## config.mk

```make
export PLATFORM = sky130hd
export DESIGN_NAME = expr_eval
export DESIGN_NICKNAME = d
export VERILOG_FILES = /design/src/rtl/expr_eval.sv
export SDC_FILE = /design/constraint.sdc
export NUM_CORES = 2
export LEC_CHECK = 0
export ABC_AREA = 1
export BUFFER_PORTS_ARGS = -buffer_cell sky130_fd_sc_hd__buf_2
export CAP_MARGIN = 30
export CELL_PAD_IN_SITES_DETAIL_PLACEMENT = 0
export CELL_PAD_IN_SITES_GLOBAL_PLACEMENT = 1
export CORE_MARGIN = 2
export CORE_UTILIZATION = 50
export CTS_CLUSTER_DIAMETER = 100
export DETAILED_ROUTE_END_ITERATION = 16
export MAX_ROUTING_LAYER = met4
export PLACE_DENSITY_LB_ADDON = 0.1
export SKIP_LAST_GASP = 1
export SYNTH_ARGS = -nofsm -noshare
export SYNTH_HDL_FRONTEND = slang
export SYNTH_SLANG_ARGS = --single-unit
```

## constraint.sdc

```tcl
create_clock -name clk -period 10.9 [get_ports clk]
set_input_delay 1.635 -clock clk [delete_from_list [all_inputs] [get_ports clk]]
set_output_delay 1.635 -clock clk [all_outputs]
set_load 0.005 [all_outputs]
```

## src/rtl/expr_eval.sv

```systemverilog
// expr_eval -- streaming evaluator for single-digit expressions with '+',
// '*' (binds tighter) and one level of parentheses. One ASCII character is
// consumed on every rising clock edge; the value of the prefix received so far
// is presented one cycle later whenever that prefix is a complete expression.
//
// Build option: define EXPR_EVAL_OVF_EN to enable sticky wrap detection on
// `ovf`. Without it `ovf` is tied low. `result` is the same in both builds.
//
// Ports:
//   clk     in   1      system clock, rising edge
//   clr     in   1      asynchronous active-high reset back to S0
//   in      in   8      ASCII character, consumed every edge while clr is low
//   valid   out  1      prefix so far is a complete legal expression
//   result  out  WIDTH  value of the expression while valid, else 0
//   err     out  1      stream became illegal; sticky until clr
//   ovf     out  1      sticky arithmetic wrap flag (EXPR_EVAL_OVF_EN only)
//
// Timing contract: there is no handshake. A character is consumed on every
// edge with clr low; an idle upstream must present an illegal code, which
// drives the block into its absorbing error state. All outputs are decoded
// from registers, so nothing reaches the outputs combinationally from `in`.
module expr_eval #(
  parameter int WIDTH = 32
) (
  input  logic             clk,
  input  logic             clr,
  input  logic [7:0]       in,
  output logic             valid,
  output logic [WIDTH-1:0] result,
  output logic             err,
  output logic             ovf
);

  typedef enum logic [2:0] {
    S0   = 3'd0,  // start
    NUM  = 3'd1,  // outer operand done
    OP   = 3'd2,  // outer operator pending
    LP   = 3'd3,  // just after '('
    INUM = 3'd4,  // inner operand done
    IOP  = 3'd5,  // inner operator pending
    ERR  = 3'd6   // absorbing error
  } state_t;

  state_t           state_q, state_d;
  logic [WIDTH-1:0] sum_q, sum_d;
  logic [WIDTH-1:0] prod_q, prod_d;
  logic [WIDTH-1:0] osum_q, osum_d;
  logic [WIDTH-1:0] oprod_q, oprod_d;
  logic [WIDTH-1:0] res_q;

  // Character classes. For ASCII digits the low nibble is the digit value.
  logic             is_digit, is_op, is_plus, is_lpar, is_rpar;
  logic [WIDTH-1:0] dig;

  assign is_digit = (in >= 8'h30) && (in <= 8'h39);
  assign is_plus  = (in == 8'h2B);
  assign is_op    = is_plus || (in == 8'h2A);
  assign is_lpar  = (in == 8'h28);
  assign is_rpar  = (in == 8'h29);
  assign dig      = WIDTH'(in[3:0]);

  // Shared arithmetic: digit multiply, term add, and the ')' fold-back that
  // multiplies the saved outer product by the finished inner sum.
  logic [WIDTH-1:0] dmul, iadd, cmul;

  assign dmul = prod_q * dig;
  assign iadd = sum_q + prod_q;
  assign cmul = oprod_q * iadd;

  always_comb begin
    state_d = state_q;
    sum_d   = sum_q;
    prod_d  = prod_q;
    osum_d  = osum_q;
    oprod_d = oprod_q;
    unique case (state_q)
      S0, OP: begin
        if (is_digit) begin
          prod_d  = dmul;
          state_d = NUM;
        end else if (is_lpar) begin
          osum_d  = sum_q;
          oprod_d = prod_q;
          sum_d   = '0;
          prod_d  = WIDTH'(1);
          state_d = LP;
        end else begin
          state_d = ERR;
        end
      end
      NUM, INUM: begin
        if (is_op) begin
          if (is_plus) begin
            sum_d  = iadd;
            prod_d = WIDTH'(1);
          end
          state_d = (state_q == NUM) ? OP : IOP;
        end else if (is_rpar && (state_q == INUM)) begin
          sum_d   = osum_q;
          prod_d  = cmul;
          state_d = NUM;
        end else begin
          state_d = ERR;
        end
      end
      LP, IOP: begin
        if (is_digit) begin
          prod_d  = dmul;
          state_d = INUM;
        end else begin
          state_d = ERR;
        end
      end
      default: state_d = ERR;  // ERR and unused encodings stay put
    endcase
  end

`ifdef EXPR_EVAL_OVF_EN
  // Wrap detection recomputes the same operations at full precision and
  // flags any bits that the WIDTH-bit datapath discards.
  logic [2*WIDTH-1:0] dmul_w, cmul_w;
  logic [WIDTH:0]     iadd_w, res_w;
  logic               ovf_hit;
  logic               ovf_q;

  assign dmul_w = (2*WIDTH)'(prod_q) * (2*WIDTH)'(dig);
  assign iadd_w = {1'b0, sum_q} + {1'b0, prod_q};
  assign cmul_w = (2*WIDTH)'(oprod_q) * (2*WIDTH)'(iadd);
  assign res_w  = {1'b0, sum_d} + {1'b0, prod_d};

  always_comb begin
    ovf_hit = res_w[WIDTH];
    unique case (state_q)
      S0, OP, LP, IOP: if (is_digit) ovf_hit = ovf_hit | (|dmul_w[2*WIDTH-1:WIDTH]);
      NUM:             if (is_plus)  ovf_hit = ovf_hit | iadd_w[WIDTH];
      INUM: begin
        if (is_plus) ovf_hit = ovf_hit | iadd_w[WIDTH];
        if (is_rpar) ovf_hit = ovf_hit | iadd_w[WIDTH] | (|cmul_w[2*WIDTH-1:WIDTH]);
      end
      default: ;
    endcase
  end

  assign ovf = ovf_q;
`else
  assign ovf = 1'b0;
`endif

  always_ff @(posedge clk or posedge clr) begin
    if (clr) begin
      state_q <= S0;
      sum_q   <= '0;
      prod_q  <= WIDTH'(1);
      osum_q  <= '0;
      oprod_q <= WIDTH'(1);
      res_q   <= '0;
`ifdef EXPR_EVAL_OVF_EN
      ovf_q   <= 1'b0;
`endif
    end else begin
      state_q <= state_d;
      sum_q   <= sum_d;
      prod_q  <= prod_d;
      osum_q  <= osum_d;
      oprod_q <= oprod_d;
      // Value of the current context as if the stream ended here.
      res_q   <= sum_d + prod_d;
`ifdef EXPR_EVAL_OVF_EN
      ovf_q   <= ovf_q | ovf_hit;
`endif
    end
  end

  assign valid  = (state_q == NUM);
  assign err    = (state_q == ERR);
  assign result = valid ? res_q : '0;

endmodule

```

* Yosys cells after proc, flatten, opt, wreduce, memory -nomap -nowiden
Index checks and enable logic that the tools add are counted.
Operators by class: $add $sub $neg 2, multipliers 2, magnitude comparators 2, equality and inequality tests 10, multiplexer cells 21, bitwise logic cells 1, reduce and logical (&&, ||, !) cells 8
Operator list (number):
- $mux 32 | 12
- $pmux 32 s3 | 1
- $add 32x32->32 | 2
- $pmux 32 s2 | 1
- $eq 8x6->1 const B | 4
- $mul 32x32->32 | 1
- $mul 32x4->32 | 1
- $mux 3 | 5
- $eq 3x3->1 const B | 3
- $pmux 3 s3 | 1
- $ge 8x6->1 const B | 1
- $le 8x6->1 const B | 1
- $eq 3x2->1 const B | 2
- $reduce_or 2->1 | 3
- $eq 3x1->1 const B | 1
- $logic_not 3->1 | 1
- $reduce_and 3->1 | 1
- $logic_and 1x1->1 | 2
- $mux 2 | 1
- $logic_or 1x1->1 | 1
- $not 1->1 | 1
Word-level totals: register bits after elaboration 163, bits of input ports 10, output and inout port bits 35

* Longest topological paths before layout
depth in word-level cells 6, gate-level depth with buffers 53

* Worst setup path before layout
OpenSTA, ideal clock, no wires.
path kind reg2reg, start register prod_q[0], end register res_q[31], library setup time 0.113 ns, arrival 8.840 ns, data required time 10.787 ns, setup slack 1.947 ns, cell stages (with the launch flop) 46, buffers on the path 1, cells stage by stage dfstp_2 > ha_1 > inv_1 > fa_1 > inv_1 > nand2_1 > nand2_1 > nand3_2 > nand3b_1 > nand2_1 > inv_1 > clkbuf_1 > nand2_1 > fa_1 > inv_1 > fa_1 > inv_1 > fa_1 > [10 not listed] > inv_1 > a31oi_1 > nand2_1 > or2_2 > nand3_1 > o2111ai_1 > o21ai_0 > inv_1 > ha_1 > nand2_1 > inv_1 > a21boi_1 > o21ai_1 > a21oi_1 > xnor2_1 > nand3_1 > nand2_1 > inv_1
On the way: longest elaborated chain between the ends 6, elaborated cells between the ends (all ways) 14
Ends and longest elaborated chain:
- from (decl) | RTL line 46 | logic [WIDTH-1:0] prod_q, prod_d;
- from (signal assigned) | RTL line 163 | prod_q <= prod_d;
- $add 32x32->32 | RTL line 67 | assign iadd = sum_q + prod_q;
- $mul 32x32->32 | RTL line 68 | assign cmul = oprod_q * iadd;
- $mux 32 | RTL line 98 | end else if (is_rpar && (state_q == INUM)) begin
- $mux 32 | RTL line 92 | if (is_op) begin
- $pmux 32 s3 (*) | RTL line 76 | unique case (state_q)
- via prod_d[21] | RTL line 46
- $add 32x32->32 (*) | RTL line 167 | res_q <= sum_d + prod_d;
- to (signal assigned) | RTL line 167
- to (decl) | RTL line 49 | logic [WIDTH-1:0] res_q;
Mark *: on every way through the listed nets, which the timed path passes. The rest lies on a longest branch. A chain may end at the register's enable or synchronous reset.

* Worst setup path after layout
start register prod_q[14], end register res_q[31]
Same word-level chain as after synthesis.

==> results.py <==
metrics = {
    "route": {
        "route.detailed.drc": 0,
        "ant_nets": 0,
        "routedWlPerCell_um": 21.5,
        "drt_iter0_drc": 1956,
        "vias": 25700,
        "first_pass_iters": 6,
        "vias_per_cell": 5.38,
        "drt_wl_total_mm": 103,
    },
    "place": {
        "place_congestion": 1.01,
        "dp_slack_ns": 0.184,
        "io_buffers": 43,
        "placed_cell_area_um2": 30900,
        "place.detailed.hpwl_mm": 84.5,
    },
    "logic_synthesis": {
        "synth_flop_cell": "dfrtp_1",
        "async_flop_share_pct": 100,
        "synthMuxAreaShare_pct": 0,
        "syn_area_per_cell_um2": 7.43,
        "syn_inst": 3980,
        "synth_cell_type_count": 55,
        "synth-edff-count": 0,
        "synth_xor_area_share_pct": 1.89,
        "syn-num-nets": 4674,
        "ys_seq_area_share_pct": 13.8,
        "syn_area_um2": 29600,
        "synthAdderAreaFrac_pct": 40.8,
        "synth_compound_area_share_pct": 8.43,
        "synth_top_family_by_area": "adder cells",
        "yosysWarnings": 0,
        "synthSimpleGateAreaFrac_pct": 21.7,
        "ys_ff_latch": 163,
    },
    "clock_network": {
        "clock-sinks": 163,
        "cts_buffer_depth": 2,
        "cts_tree": "done",
        "cts-root-buf": "clkbuf_16",
        "cts_buffers": 17,
        "htree_levels": 4,
        "cts.clk_slew.worst_paths_ns": 0.07,
        "insertion_delay_ns": 0.46,
    },
    "setup_path": {
        "reg2regPathDepth": 41,
        "r2r_start": "prod_q[14]$_DFF_PP0_",
        "worst_path_most_repeated_cell": "fa_1",
        "crit_fanout": 10,
        "rr_endpoint": "res_q[31]$_DFF_PP0_",
        "critical_path_class": "reg2reg",
        "end_kind": "flip-flop",
        "critPathRequiredTime_ns": 11.25,
        "startpoint_type": "flip-flop",
        "r2r_setup_slack_ns": 0.30,
        "arrival_ns": 10.95,
        "max_stage_delay_ns": 0.58,
        "cp_slowest_cell": "fa_1",
    },
    "die": {
        "io-pin-count": 45,
        "dieArea_um2": 61100,
        "rows": 89,
        "start_util_pct": 50.3,
        "core_um2": 58800,
        "die_h_um": 247,
        "fp.dieW_um": 247,
    },
    "cells_and_area": {
        "drive_gt1_share_pct": 5.99,
        "final_common_cell": "nand2_1",
        "syn2layout_area_growth_pct": 6.44,
        "multiInputGateArea_um2": 21600,
        "register_area_um2": 4080,
        "fillCellCount": 5916,
        "layout_common_cells": "nand2_1, inv_1, fa_1",
        "final_area_um2": 31500,
        "final_nets": 4686,
    },
    "power": {
        "power_density_nw_per_um2": 52.5,
        "peakVddDrop_mv": 0.104,
        "p_leak_nw": 17.1,
    },
    "timing": {
        "skew_ns": 0.0200,
        "maxSlewViolCount": 0,
        "hold_viol": 0,
        "setup_viol_count_final": 0,
        "holdWs_ns": 0.486,
        "finalWorstSetupSlack_ns": 0.300,
        "slew_headroom_pct": 35.7,
        "worst_slew_pin_slew_ns": 0.965,
        "max_clock_freq_mhz": 94.3,
        "post-route-period-util_pct": 97.2,
        "period_needed_ns": 10.60,
    },
    "global_routing": {
        "grt_pass1_wl_mm": 158,
        "track_usage_pct": 36.2,
        "grt_max_degree": 98,
        "antenna_found_initial": 2,
        "globalRouteOverflowTotal": 0,
        "grt_pass1_vias": 25800,
    },
    "min_path": {
        "min_from": "osum_q[24]$_DFFE_PP0P_",
        "min_to": "osum_q[24]$_DFFE_PP0P_",
        "holdPathStages": 2,
        "hp-class": "reg2reg",
    },
    "outcome": {
        "outcome": "completed",
    },
    "job": {
        "cap_viol_max_count": 0,
    },
}
worst max-delay path, delay by kind of cell (launching register included):
kind | cells | cell delay (ns)
fa+ha+maj | 11 | 5.30
simple gates | 14 | 1.89
compound gates | 7 | 1.45
buf+inv | 8 | 1.17
flops | 1 | 0.51
xor+xnor | 1 | 0.17
final cells by class:
cell class / count / area share (%)
flip-flops and latches: 163 / 13.0
inverters: 933 / 11.2
well taps: 773 / 3.07
repair buffers: 117 / 2.57
diodes: 3 / 0.0238
multi-input cells: 2760 / 68.4
clock inverters: 13 / 0.401
clock buffers: 19 / 1.37
worst max path at each step:
stage	startpoint	to	slack [ns]
2_1_floorplan	prod_q[0]$_DFF_PP1_	res_q[31]$_DFF_PP0_	1.95
3_3_place_gp	prod_q[14]$_DFF_PP0_	res_q[31]$_DFF_PP0_	0.1
5_1_grt	prod_q[0]$_DFF_PP1_	res_q[31]$_DFF_PP0_	-0.002
3_5_place_dp	prod_q[0]$_DFF_PP1_	res_q[31]$_DFF_PP0_	0.18
6_report	prod_q[14]$_DFF_PP0_	res_q[31]$_DFF_PP0_	0.30
4_1_cts	prod_q[0]$_DFF_PP1_	res_q[31]$_DFF_PP0_	0.1
Yosys cell counts (3+ instances only):
library cell  count  share of area [%]
nand2_1         958                 12
inv_1           895                 11
fa_1            467                 32
nor2_1          399                5.1
ha_1            217                9.2
dfrtp_1         161                 14
a21oi_1         156                2.6
o21ai_0         143                2.4
nand3_1         123                2.1
clkbuf_1        116                1.5
xor2_1           35                1.0
inv_2            28               0.36
o2111ai_1        26               0.77
xnor2_1          25               0.74
o221ai_1         23               0.68
o21ai_1          19               0.32
nand2_2          18               0.38
nand4_1          17               0.36
nand3b_1         16               0.41
nor3_1           15               0.25
clkinv_1         10               0.13
or2_2            10               0.21
nor2_2            9               0.19
o211ai_1          9               0.23
o21bai_1          9               0.23
a21o_1            7               0.18
a31oi_1           6               0.13
buf_1             5              0.063
or2_1             5               0.11
a21boi_1          4               0.10
a21oi_2           4               0.12
a32oi_1           4               0.12
a211oi_1          3              0.076
nand2_4           3               0.11
nand3_2           3               0.10
nor4_1            3              0.063
o31ai_1           3              0.076
power breakdown:
part	internal, mW	leakage [nW]	total (mW)	switching (mW)
sequential	0.606	1.86	0.607	0.000775
clock	0.319	0.267	0.606	0.287
combinational	0.155	15.0	0.441	0.286
routing by layer:
metal	GRT usage, %	share of wire [%]	vias to the layer above
li1	-	-	12000
met1	48.0	43	12600
met2	56.8	46	887
met3	3.65	6.3	205
met4	15.4	5.2	0
met5	-	0	-
sequential cells by signal, summed over array words and instances (netlist names):
signal / flops
state_q: 3
osum_q: 32
oprod_q: 32
sum_q: 32
prod_q: 32
res_q: 32
cells by family (layout without fill, tap and decap cells):
family / Yosys count / count (layout)
AO/OA/AOI/OAI: 428 / 428
XOR/XNOR: 62 / 62
adder cells (fa/ha/maj): 684 / 684
buffers and inverters: 1057 / 1082
flip-flops: 163 / 163
other: 1 / 4
AND/OR/NAND/NOR: 1585 / 1585
through the flow:
stage	util [%]	power (mW)	setup TNS [ns]	cells
after global placement	52.4	1.05	0	4742
after global routing	53.6	1.74	-0.00162	4781
after detailed placement	52.5	1.05	0	4743
after CTS	53.4	1.65	0	4775
after floorplan	-	0.933	0	3980
final	53.6	1.65	0	4781
timing repair:
item,in CTS,in global routing
gates resized for setup,0,9
buffers inserted,0,2
endpoints found under the hold margin,0,0
setup endpoints to repair,0,4
hold buffers,0,0
Power figures use the tool's default switching activity.
